--- config.mk ---
export PLATFORM = sky130hd
export DESIGN_NAME = spi_bridge
export DESIGN_NICKNAME = d
export VERILOG_FILES = /design/src/rtl/spi_bridge.sv
export SDC_FILE = /design/constraint.sdc
export NUM_CORES = 1
export LEC_CHECK = 0
export BUFFER_PORTS_ARGS = -buffer_cell sky130_fd_sc_hd__buf_2
export CORE_ASPECT_RATIO = 0.5
export CORE_MARGIN = 2
export CORE_UTILIZATION = 55
export DETAILED_ROUTE_END_ITERATION = 8
export GPL_TIMING_DRIVEN = 0
export PLACE_DENSITY_LB_ADDON = 0.15
export SLEW_MARGIN = 20
export SYNTH_ARGS = -nofsm -noshare
export SYNTH_HDL_FRONTEND = slang
export SYNTH_SLANG_ARGS = --single-unit
--- constraint.sdc ---
create_clock -name clk -period 4.4 [get_ports clk]
set_clock_uncertainty 0.05 [all_clocks]
set_input_delay 1.32 -clock clk [delete_from_list [all_inputs] [get_ports clk]]
set_output_delay 1.32 -clock clk [all_outputs]
set_load 0.1 [all_outputs]
--- src/rtl/spi_bridge.sv ---
// SPI mode-0 target that masters the register-file bus.
// Each chip-select frame carries one access: a command byte (write flag, reserved bit, address)
// followed by one data byte. The data byte is either shifted in on MOSI or shifted out on MISO.
// All SPI pins are synchronized into clk. SPI edges are detected from the synchronized sclk.

module spi_bridge #(
    parameter int unsigned SYNC_STAGES = 2,
    parameter int unsigned ADDR_W      = 6,
    parameter int unsigned DATA_W      = 8
) (
    input  logic              clk,
    input  logic              rst_n,
    input  logic              sclk,
    input  logic              cs_n,
    input  logic              mosi,
    output logic              miso,
    output logic              read,
    output logic              write,
    output logic [ADDR_W-1:0] addr,
    output logic [DATA_W-1:0] data_write,
    input  logic [DATA_W-1:0] data_read
);

    localparam int unsigned CntW = 5;

    typedef enum logic [2:0] {StIdle, StCmd, StWdata, StRdata, StDone} state_e;

    state_e state_q, state_d;

    logic [SYNC_STAGES-1:0] sclk_sync_q, cs_sync_q, mosi_sync_q;
    logic                   sclk_prev_q, cs_prev_q;
    logic                   sclk_cur, cs_cur, mosi_cur;
    logic                   sclk_rise, sclk_fall, cs_fall, cs_rise;

    logic [CntW-1:0]   cnt_q, cnt_d, cnt_inc;
    logic [DATA_W-1:0] rx_q, rx_d, rx_shift;
    logic [DATA_W-1:0] tx_q, tx_d;
    logic [ADDR_W-1:0] addr_q, addr_d;
    logic [DATA_W-1:0] dw_q, dw_d;
    logic              read_q, read_d;
    logic              write_q, write_d;
    logic              miso_q, miso_d;
    logic              rd_cap_q;

    assign sclk_cur  = sclk_sync_q[SYNC_STAGES-1];
    assign cs_cur    = cs_sync_q[SYNC_STAGES-1];
    assign mosi_cur  = mosi_sync_q[SYNC_STAGES-1];
    assign sclk_rise = sclk_cur & ~sclk_prev_q;
    assign sclk_fall = ~sclk_cur & sclk_prev_q;
    assign cs_fall   = ~cs_cur & cs_prev_q;
    assign cs_rise   = cs_cur & ~cs_prev_q;

    assign rx_shift = {rx_q[DATA_W-2:0], mosi_cur};
    // Saturating rise counter; it never wraps back into a valid bit position.
    assign cnt_inc  = (cnt_q == '1) ? cnt_q : cnt_q + 1'b1;

    // Pin synchronizers and previous-value flops for edge detection.
    // cs reset value is 0, so cs_n still low when reset is released is not seen as a frame start.
    always_ff @(posedge clk or negedge rst_n) begin
        if (!rst_n) begin
            sclk_sync_q <= '0;
            cs_sync_q   <= '0;
            mosi_sync_q <= '0;
            sclk_prev_q <= 1'b0;
            cs_prev_q   <= 1'b0;
        end else begin
            sclk_sync_q <= {sclk_sync_q[SYNC_STAGES-2:0], sclk};
            cs_sync_q   <= {cs_sync_q[SYNC_STAGES-2:0], cs_n};
            mosi_sync_q <= {mosi_sync_q[SYNC_STAGES-2:0], mosi};
            sclk_prev_q <= sclk_cur;
            cs_prev_q   <= cs_cur;
        end
    end

    // Frame state, shift registers and registered bus outputs.
    always_ff @(posedge clk or negedge rst_n) begin
        if (!rst_n) begin
            state_q  <= StIdle;
            cnt_q    <= '0;
            rx_q     <= '0;
            tx_q     <= '0;
            addr_q   <= '0;
            dw_q     <= '0;
            read_q   <= 1'b0;
            write_q  <= 1'b0;
            miso_q   <= 1'b0;
            rd_cap_q <= 1'b0;
        end else begin
            state_q  <= state_d;
            cnt_q    <= cnt_d;
            rx_q     <= rx_d;
            tx_q     <= tx_d;
            addr_q   <= addr_d;
            dw_q     <= dw_d;
            read_q   <= read_d;
            write_q  <= write_d;
            miso_q   <= miso_d;
            rd_cap_q <= read_q;
        end
    end

    // Next-state and output decode. A cs_n rise aborts any frame in progress.
    always_comb begin
        state_d = state_q;
        cnt_d   = cnt_q;
        rx_d    = rx_q;
        tx_d    = tx_q;
        addr_d  = addr_q;
        dw_d    = dw_q;
        read_d  = 1'b0;
        write_d = 1'b0;
        miso_d  = 1'b0;

        unique case (state_q)
            StIdle: begin
                if (cs_fall) begin
                    state_d = StCmd;
                    cnt_d   = '0;
                    rx_d    = '0;
                end
            end

            StCmd: begin
                if (cs_rise) begin
                    state_d = StIdle;
                end else if (sclk_rise) begin
                    rx_d  = rx_shift;
                    cnt_d = cnt_inc;
                    if (cnt_q == CntW'(DATA_W - 1)) begin
                        addr_d = rx_shift[ADDR_W-1:0];
                        if (rx_shift[DATA_W-1]) begin
                            state_d = StWdata;
                        end else begin
                            state_d = StRdata;
                            read_d  = 1'b1;
                        end
                    end
                end
            end

            StWdata: begin
                if (cs_rise) begin
                    state_d = StIdle;
                end else if (sclk_rise) begin
                    rx_d  = rx_shift;
                    cnt_d = cnt_inc;
                    if (cnt_q == CntW'(2 * DATA_W - 1)) begin
                        dw_d    = rx_shift;
                        write_d = 1'b1;
                        state_d = StDone;
                    end
                end
            end

            StRdata: begin
                miso_d = miso_q;
                if (cs_rise) begin
                    state_d = StIdle;
                    miso_d  = 1'b0;
                end else begin
                    // Read data arrives the clk after the strobe; load it before the first fall.
                    if (rd_cap_q) begin
                        tx_d = data_read;
                    end
                    if (sclk_fall) begin
                        miso_d = tx_q[DATA_W-1];
                        tx_d   = {tx_q[DATA_W-2:0], 1'b0};
                    end
                    if (sclk_rise) begin
                        cnt_d = cnt_inc;
                        if (cnt_q == CntW'(2 * DATA_W - 1)) begin
                            state_d = StDone;
                            miso_d  = 1'b0;
                        end
                    end
                end
            end

            StDone: begin
                if (cs_rise) begin
                    state_d = StIdle;
                end
            end

            default: begin
                state_d = StIdle;
            end
        endcase
    end

    assign miso       = miso_q;
    assign read       = read_q;
    assign write      = write_q;
    assign addr       = addr_q;
    assign data_write = dw_q;

endmodule

# Yosys cells after proc, flatten, opt, wreduce, memory -nomap -nowiden
# Cells that the tools add are included.
[word_totals]
output_inout_bits = 17
in_bits = 13
wordCells = 91
register_bits = 49
[op_classes]
mux = 35
n_reduce_logical = 13
add_sub_neg = 1
n_eq_ne = 18
n_bitwise = 9
[ops]
columns = ["operator", "count"]
rows = [
  ["$mux 3", 8],
  ["$mux 7", 3],
  ["$mux 5", 4],
  ["$mux 8", 2],
  ["$mux 1", 15],
  ["$pmux 7 s2", 1],
  ["$pmux 3 s4", 1],
  ["$reduce_and 4->1", 3],
  ["$ne 2x2->1 const B", 5],
  ["$pmux 5 s2", 1],
  ["$eq 3x2->1 const B", 2],
  ["$ne 3x1->1 const B", 2],
  ["$ne 3x3->1 const B", 2],
  ["$reduce_and 6->1", 1],
  ["$reduce_bool 2->1", 3],
  ["$add 5x1->5 const B", 1],
  ["$eq 5x3->1 const B", 1],
  ["$eq 5x4->1 const B", 1],
  ["$eq 5x5->1 const B", 1],
  ["$not 1->1", 5],
  ["$reduce_and 5->1", 1],
  ["$and 1x1->1", 4],
  ["$ne 2x1->1 const B", 2],
  ["$reduce_or 2->1", 2],
  ["5 further kinds", 5],
]

# Longest topological paths before layout
# Gate-level depths: netlist of run 1.
[depth]
word_depth = 7
depth_mapped = 7

# Worst setup path before layout of run 1
# No wires, ideal clock.
[synth_path]
path_kind = "reg2out"
startpoint = "reg miso_q (netlist: miso)"
endpoint = "out miso"
setup_slack_ps = 2133
stages_incl_launch_ff = 1
arrival_time_ps = 897
cell_sequence = "dfrtp_1"
[synth_rtl]
columns = ["item", "line", "rtl"]
rows = [
  ["start: declaration", "42", "logic miso_q, miso_d;"],
  ["start signal: assignment", "97", "miso_q <= miso_d;"],
  ["end: declaration", "16", "output logic miso,"],
]
# No word-level cell between the ends.

# Worst setup path after layout of run 1
[layout_path]
startpoint = "reg addr_q[2] (netlist: addr[2])"
endpoint = "out addr[2]"
[layout_rtl]
columns = ["item", "line", "rtl"]
rows = [
  ["start: declaration", "38", "logic [ADDR_W-1:0] addr_q, addr_d;"],
  ["start signal: assignment", "93", "addr_q <= addr_d;"],
  ["end: declaration", "19", "output logic [ADDR_W-1:0] addr,"],
]
# No word-level cell between the ends.

==> results of run 1 <==
-- metrics by stage --
| step | std cells | cell area, um2 | utilization, % | power (mW) | setup WS (ns) |
|---|---|---|---|---|---|
| 2_1_floorplan | 156 | 2010 | - | 0.561 | 2.13 |
| 3_3_place_gp | 236 | 2220 | 63.9 | 0.587 | 2.11 |
| 3_5_place_dp | 236 | 2220 | 63.9 | 0.591 | 2.07 |
| 4_1_cts | 244 | 2310 | 66.6 | 0.863 | 1.94 |
| 5_1_grt | 244 | 2320 | 66.7 | 0.896 | 1.90 |
| 6_report | 244 | 2320 | 66.7 | 0.852 | 1.95 |
-- final cells by class --
cell class,instances,share of cell area (%)
Clock buffer,6,3.57
Tap cell,51,2.76
Timing Repair Buffer,29,6.37
Sequential cell,49,52.9
Buffer,8,2.27
Inverter,6,0.972
Clock inverter,2,0.594
Multi-Input combinational cell,93,30.5
-- registers in the layout, summed over array words and instances, names as in the netlist, 2 cells and up --
name,cells
rx_q,7
mosi_sync_q,2
cs_sync_q,2
sclk_sync_q,2
state_q,3
cnt_q,5
tx_q,8
addr,6
data_write,8
-- worst paths after layout --
kind	startpoint	to	slack [ns]	cells after the start
worst min register to register	cs_sync_q[0]$_DFF_PN0_	cs_sync_q[1]$_DFF_PN0_	0.31	0
worst min-delay path	cs_sync_q[0]$_DFF_PN0_	cs_sync_q[1]$_DFF_PN0_	0.31	0
worst max-delay path	addr[2]$_DFFE_PN0P_	addr[2]	1.95	1
min in group asynchronous	rst_n	cnt_q[0]$_DFFE_PN0P_	0.96	1
max in group asynchronous	rst_n	addr[0]$_DFFE_PN0P_	2.93	1
worst max register to register	cnt_q[0]$_DFFE_PN0P_	data_write[2]$_DFFE_PN0P_	2.21	7
-- power breakdown --
group / switching, mW / internal (mW) / leakage (nW)
Clock: 0.143 / 0.127 / 0.0512
Combinational: 0.0477 / 0.0378 / 0.476
Sequential: 0.0215 / 0.474 / 0.647
-- cell families after synthesis --
family                   after synthesis  share of synthesized area (%)
AND/OR/NAND/NOR                       41                           11.8
adder cells (fa/ha/maj)                3                           1.87
flip-flops                            49                           61.1
AO/OA/AOI/OAI                         32                           12.2
multiplexers                          16                           8.85
buffers and inverters                 14                           3.74
XOR/XNOR                               1                          0.436
-- metal layers --
layer	GRT usage (%)	vias up	share of wire [%]
li1	-	638	-
met3	6.09	2	5.2
met4	6.87	0	0.55
met5	0	-	0
met1	23.8	659	49
met2	29.6	36	45
-- cell usage in the layout, fill, tap and decap left out, types with 3 or more instances in the layout --
master,instances
buf_6,3
a2bb2oi_1,7
buf_2,28
nand3_1,7
dfrtp_1,49
clkbuf_1,5
inv_1,6
nand2_1,7
a22o_1,7
clkbuf_8,6
ha_1,3
nor2b_1,3
o21ai_0,4
nand2b_1,3
mux2_2,14
nor2_1,7
o22ai_1,7
==> results_dict.tcl, run 1 <==
set metrics [dict create \
    post_synth_instance_area_mm2 0.00201 \
    fp.dieW_um 89.5 \
    finalMaxSlewViolations 0 \
    powerDensity_mw_per_mm2 368 \
    most_instantiated_cells_after_synthesis "dfrtp_1, mux2_2" \
    grtUsageTotal_pct 18.4 \
    grt_setup_unrepaired "no" \
    slew_headroom_pct 50.8 \
    postSynthRegisterBits 49 \
    maximum_clock_frequency_mhz 409 \
    timing.critical_path.slowest_cell_delay_ns 0.43 \
    postRouteAntennaNets 0 \
    tns_ns 0 \
    clock_period_minus_worst_slack_ns 2.45 \
    critical_path_arrival_ns 1.08 \
    avgSynthCellArea_um2 12.9 \
    min_path_type "flip-flop to flip-flop" \
    timing.setup.critical_path_class "flip-flop to primary output" \
    inserted_clock_buffers 5 \
    count_of_vias_placed_by_the_detailed_router 1335 \
    period_share_pct 55.6 \
    sequential_cell_area_mm2 0.00123 \
    postSynthCellCount 156 \
    static-leakage-power_nw 1.17 \
    io_buffer_count 29 \
    insertedDiodeCount 0 \
    cp_top_family "buffers and inverters" \
    synth_enable_flop_cells 0 \
    critical_path_required_ns 3.03 \
    timing.critical_path.from_type "flip-flop" \
    route.detailed.wl_per_inst_um 14.2 \
    cts_tree "built" \
    timing.critical_path.fanout_max 2 \
    cts_root_buf "clkbuf_8" \
    floorplan.core_area_mm2 0.00347 \
    layout.nets 208 \
    pin_slew_with_the_least_headroom_to_its_limit_ns 0.737 \
    clk_latency_ns 0.29 \
    cts_max_level 2 \
    avgViaCountPerCell 5.47 \
    io_pins 30 \
    n_fill_cell 289 \
    maximum_number_of_pins_on_one_net_before_global_route_repair 50 \
    clk_pin_slew_worst_paths_ns 0.09 \
    top_ff_cell_synth "dfrtp_1" \
    synth.yosys.seq_area_share_pct 61.1 \
    maxCapViolations 0 \
    finalSetupViolCount 0 \
    yosys-top-cells-area "dfrtp_1, mux2_2, a22o_1" \
    yosys_warnings 0 \
    die-area_mm2 0.00418 \
    cp-end-kind "primary output" \
    worstPathBufferInverterCount 1 \
    remaining_global_route_overflow 0 \
    route.final.wire_length_um 3460 \
    post-synth-top-area-fraction_pct 61.1 \
    starting_density_pct 57.8 \
    firstDrtPassIters 4 \
    crit_slowest_cell "buf_2" \
    multi_input_logic_area_um2 707 \
    final_hold_viol_count 0 \
    quantity_of_hold_fixing_buffers_added_after_cts 0 \
    routabilityCongestion 0.824 \
    core.rowCount 15 \
    area.growth.synth_to_final_pct 15.3 \
    number_of_distinct_library_cells_after_synthesis 34 \
    top_count_cell_post_synth "dfrtp_1" \
    ys_async_sr_fraction_pct 100 \
    cts.path.max_buffers 2 \
    postSynthNetCount 172 \
    post-cts-setup-buffers 0 \
    grt_pass1_wl_um 5490 \
    final.hold.worst_slack_ns 0.312 \
    dp_hpwl_um 2370 \
    cts_resized 0 \
    vias_in_the_first_global_route 1208 \
    grt_antenna_before_repair 0 \
    die-height_um 46.7 \
    route.detailed.drc 0 \
    numClockSinks 49 \
    first_iter_violations 66 \
    vdd_ir_drop_max_mv 0.169 \
    synth.largest_area_cell "dfrtp_1" \
    fraction_of_layout_instances_using_a_drive_strength_above_1_pct 31.1 \
    critical_path.cell_chain "buf_2" \
    status "completed" \
]
Note: power is estimated with default switching activity, not from simulation.
==> run 2: changes to the inputs <==
CORE_UTILIZATION = 50   (was 55)
clock period = 2 ns   (was 4.4 ns; I/O delays follow)
==> run 2 against run 1 <==
First-iteration DRC count down 9.1%; routed wire length is 3.6% higher; sequential cell count unchanged; clock-buffer cell count down 1; critical path depth increased by 5; non-clock buffer count shrank 1; clock power grew to 3.1 times the previous value; via count decreased by 0.15%; sequential power grew 120%; utilization is 4.2 points lower; global-route usage shrank 0.58 points; final area up 4.8%; critical endpoint is now rx_q[0]$_DFFE_PN0P_; highest routed layer unchanged.
==> results_dict.tcl, run 2 (synthesized netlist as in run 1, its figures left out) <==
set metrics [dict create \
    placed_cells 239 \
    route.detailed.wl_per_inst_um 14.5 \
    timing.critical_path.fanout_max 10 \
    area.growth.synth_to_final_pct 20.9 \
    place_area_mm2 0.00222 \
    grt_antenna_before_repair 0 \
    finish.instance_area_mm2 0.00243 \
    clk_pin_slew_worst_paths_ns 0.09 \
    mostFrequentLayoutCells "dfrtp_1, buf_2, mux2_2" \
    critical_path_arrival_ns 2.08 \
    post_layout_nonfiller_instances 247 \
    status "completed" \
    route.final.wire_length_um 3580 \
    inserted_clock_buffers 5 \
    fp.dieW_um 93.6 \
    grtUsageTotal_pct 17.8 \
    period_share_pct 97.0 \
    path_common_cell "buf_6" \
    die-area_mm2 0.00457 \
    quantity_of_hold_fixing_buffers_added_after_cts 0 \
    clock_period_minus_worst_slack_ns 1.94 \
    critical_path_required_ns 2.14 \
    timing.critical_path.from_type "flip-flop" \
    finalWorstSetupSlack_ns 0.0591 \
    final_hold_viol_count 0 \
    core.rowCount 16 \
    maximum_number_of_pins_on_one_net_before_global_route_repair 50 \
    multi_input_logic_area_um2 773 \
    cts_max_level 2 \
    postRouteAntennaNets 0 \
    insertedDiodeCount 0 \
    sequential_cell_area_mm2 0.00123 \
    grt_pass1_wl_um 6150 \
    vdd_ir_drop_max_mv 0.463 \
    die-height_um 48.8 \
    maxCapViolations 0 \
    cts_tree "built" \
    cts_root_buf "clkbuf_8" \
    route.detailed.drc 0 \
    layout.nets 208 \
    critical_path.cell_chain "buf_6 -> or2_4 -> or4b_4 -> and2b_4 -> buf_6 -> a22o_1" \
    io_pins 30 \
    timing.critical_path.slowest_cell_delay_ns 0.52 \
    maximum_clock_frequency_mhz 515 \
    starting_density_pct 51.7 \
    cts.path.max_buffers 2 \
    min_path_type "primary input to asynchronous set/reset pin" \
    dpl_worst_slack_ns -0.199 \
    clk_latency_ns 0.30 \
    static-leakage-power_nw 1.20 \
    floorplan.core_area_mm2 0.00388 \
    routabilityCongestion 0.756 \
    grt_setup_unrepaired "no" \
    powerDensity_mw_per_mm2 876 \
    numClockSinks 49 \
    ff2ff_setup_slack_ns 0.06 \
    dp_hpwl_um 2290 \
    timing.setup.critical_path_class "flip-flop to flip-flop" \
    io_buffer_count 29 \
    remaining_global_route_overflow 0 \
    slew_headroom_pct 60.3 \
    firstDrtPassIters 4 \
    vias_in_the_first_global_route 1276 \
    avgViaCountPerCell 5.40 \
    first_iter_violations 60 \
    n_fill_cell 327 \
    finalMaxSlewViolations 0 \
    finalSetupViolCount 0 \
    crit_slowest_cell "or4b_4" \
    fraction_of_layout_instances_using_a_drive_strength_above_1_pct 35.8 \
    layout_commonest_cell "dfrtp_1" \
    final.hold.worst_slack_ns 0.246 \
    layout.core_utilization_pct 62.5 \
    cp-end-kind "flip-flop" \
    pin_slew_with_the_least_headroom_to_its_limit_ns 0.596 \
    count_of_vias_placed_by_the_detailed_router 1333 \
]
run 2: repair_timing:
item | in CTS | in global routing
setup endpoints to repair | 24 | 31
setup buffers | 2 | 1
pin swaps | 2 | 3
resized for setup | 3 | 8
cloned | 0 | 1
run 2: final cells by class:
cell class	count	area share [%]
clock buffers	5	2.84
well taps	54	2.78
inverters	6	0.928
clock inverters	3	2.84
repair buffers	32	7.01
multi-input cells	94	31.9
flip-flops and latches	49	50.5
plain buffers	4	1.24
run 2: path summary, 6_finish.rpt:
| check | from | to | cells after the start |
|---|---|---|---|
| min reg2reg | cs_sync_q[0]$_DFF_PN0_ | cs_sync_q[1]$_DFF_PN0_ | 0 |
| max | state_q[0]$_DFFE_PN0P_ | rx_q[0]$_DFFE_PN0P_ | 6 |
| max reg2reg | state_q[0]$_DFFE_PN0P_ | rx_q[0]$_DFFE_PN0P_ | 6 |
| max in group asynchronous | rst_n | cnt_q[1]$_DFFE_PN0P_ | 1 |
| min | rst_n | tx_q[1]$_DFFE_PN0P_ | 1 |
| min in group clk | cs_sync_q[0]$_DFF_PN0_ | cs_sync_q[1]$_DFF_PN0_ | 0 |
run 2: critical path, delay by kind of cell, from the launching register on:
kind            cells  cell delay, ns
compound gates      1            0.17
buf+inv             2            0.26
flops               1            0.38
simple gates        3            0.97
run 2: report_power, final:
group	internal (mW)	total (mW)	switching, mW
Clock	0.503	0.831	0.328
Combinational	0.0914	0.201	0.110
Sequential	1.04	1.10	0.0521
Total	1.64	2.13	0.490
run 2: metrics by stage:
step	TNS, ns	power, mW
4_1_cts	0	2.14
3_5_place_dp	-2.66	1.30
5_1_grt	0	2.24
6_report	0	2.13
2_1_floorplan	0	1.23
3_3_place_gp	-2.19	1.29
run 2: per-layer routing:
metal	track usage, %	vias to the layer above	wire (um)	part of all wire [%]
met5	0	-	0	0
li1	-	641	-	-
met3	5.72	5	206	5.8
met2	26.3	32	1540	43
met4	5.80	0	35	0.98
met1	25.3	655	1800	50
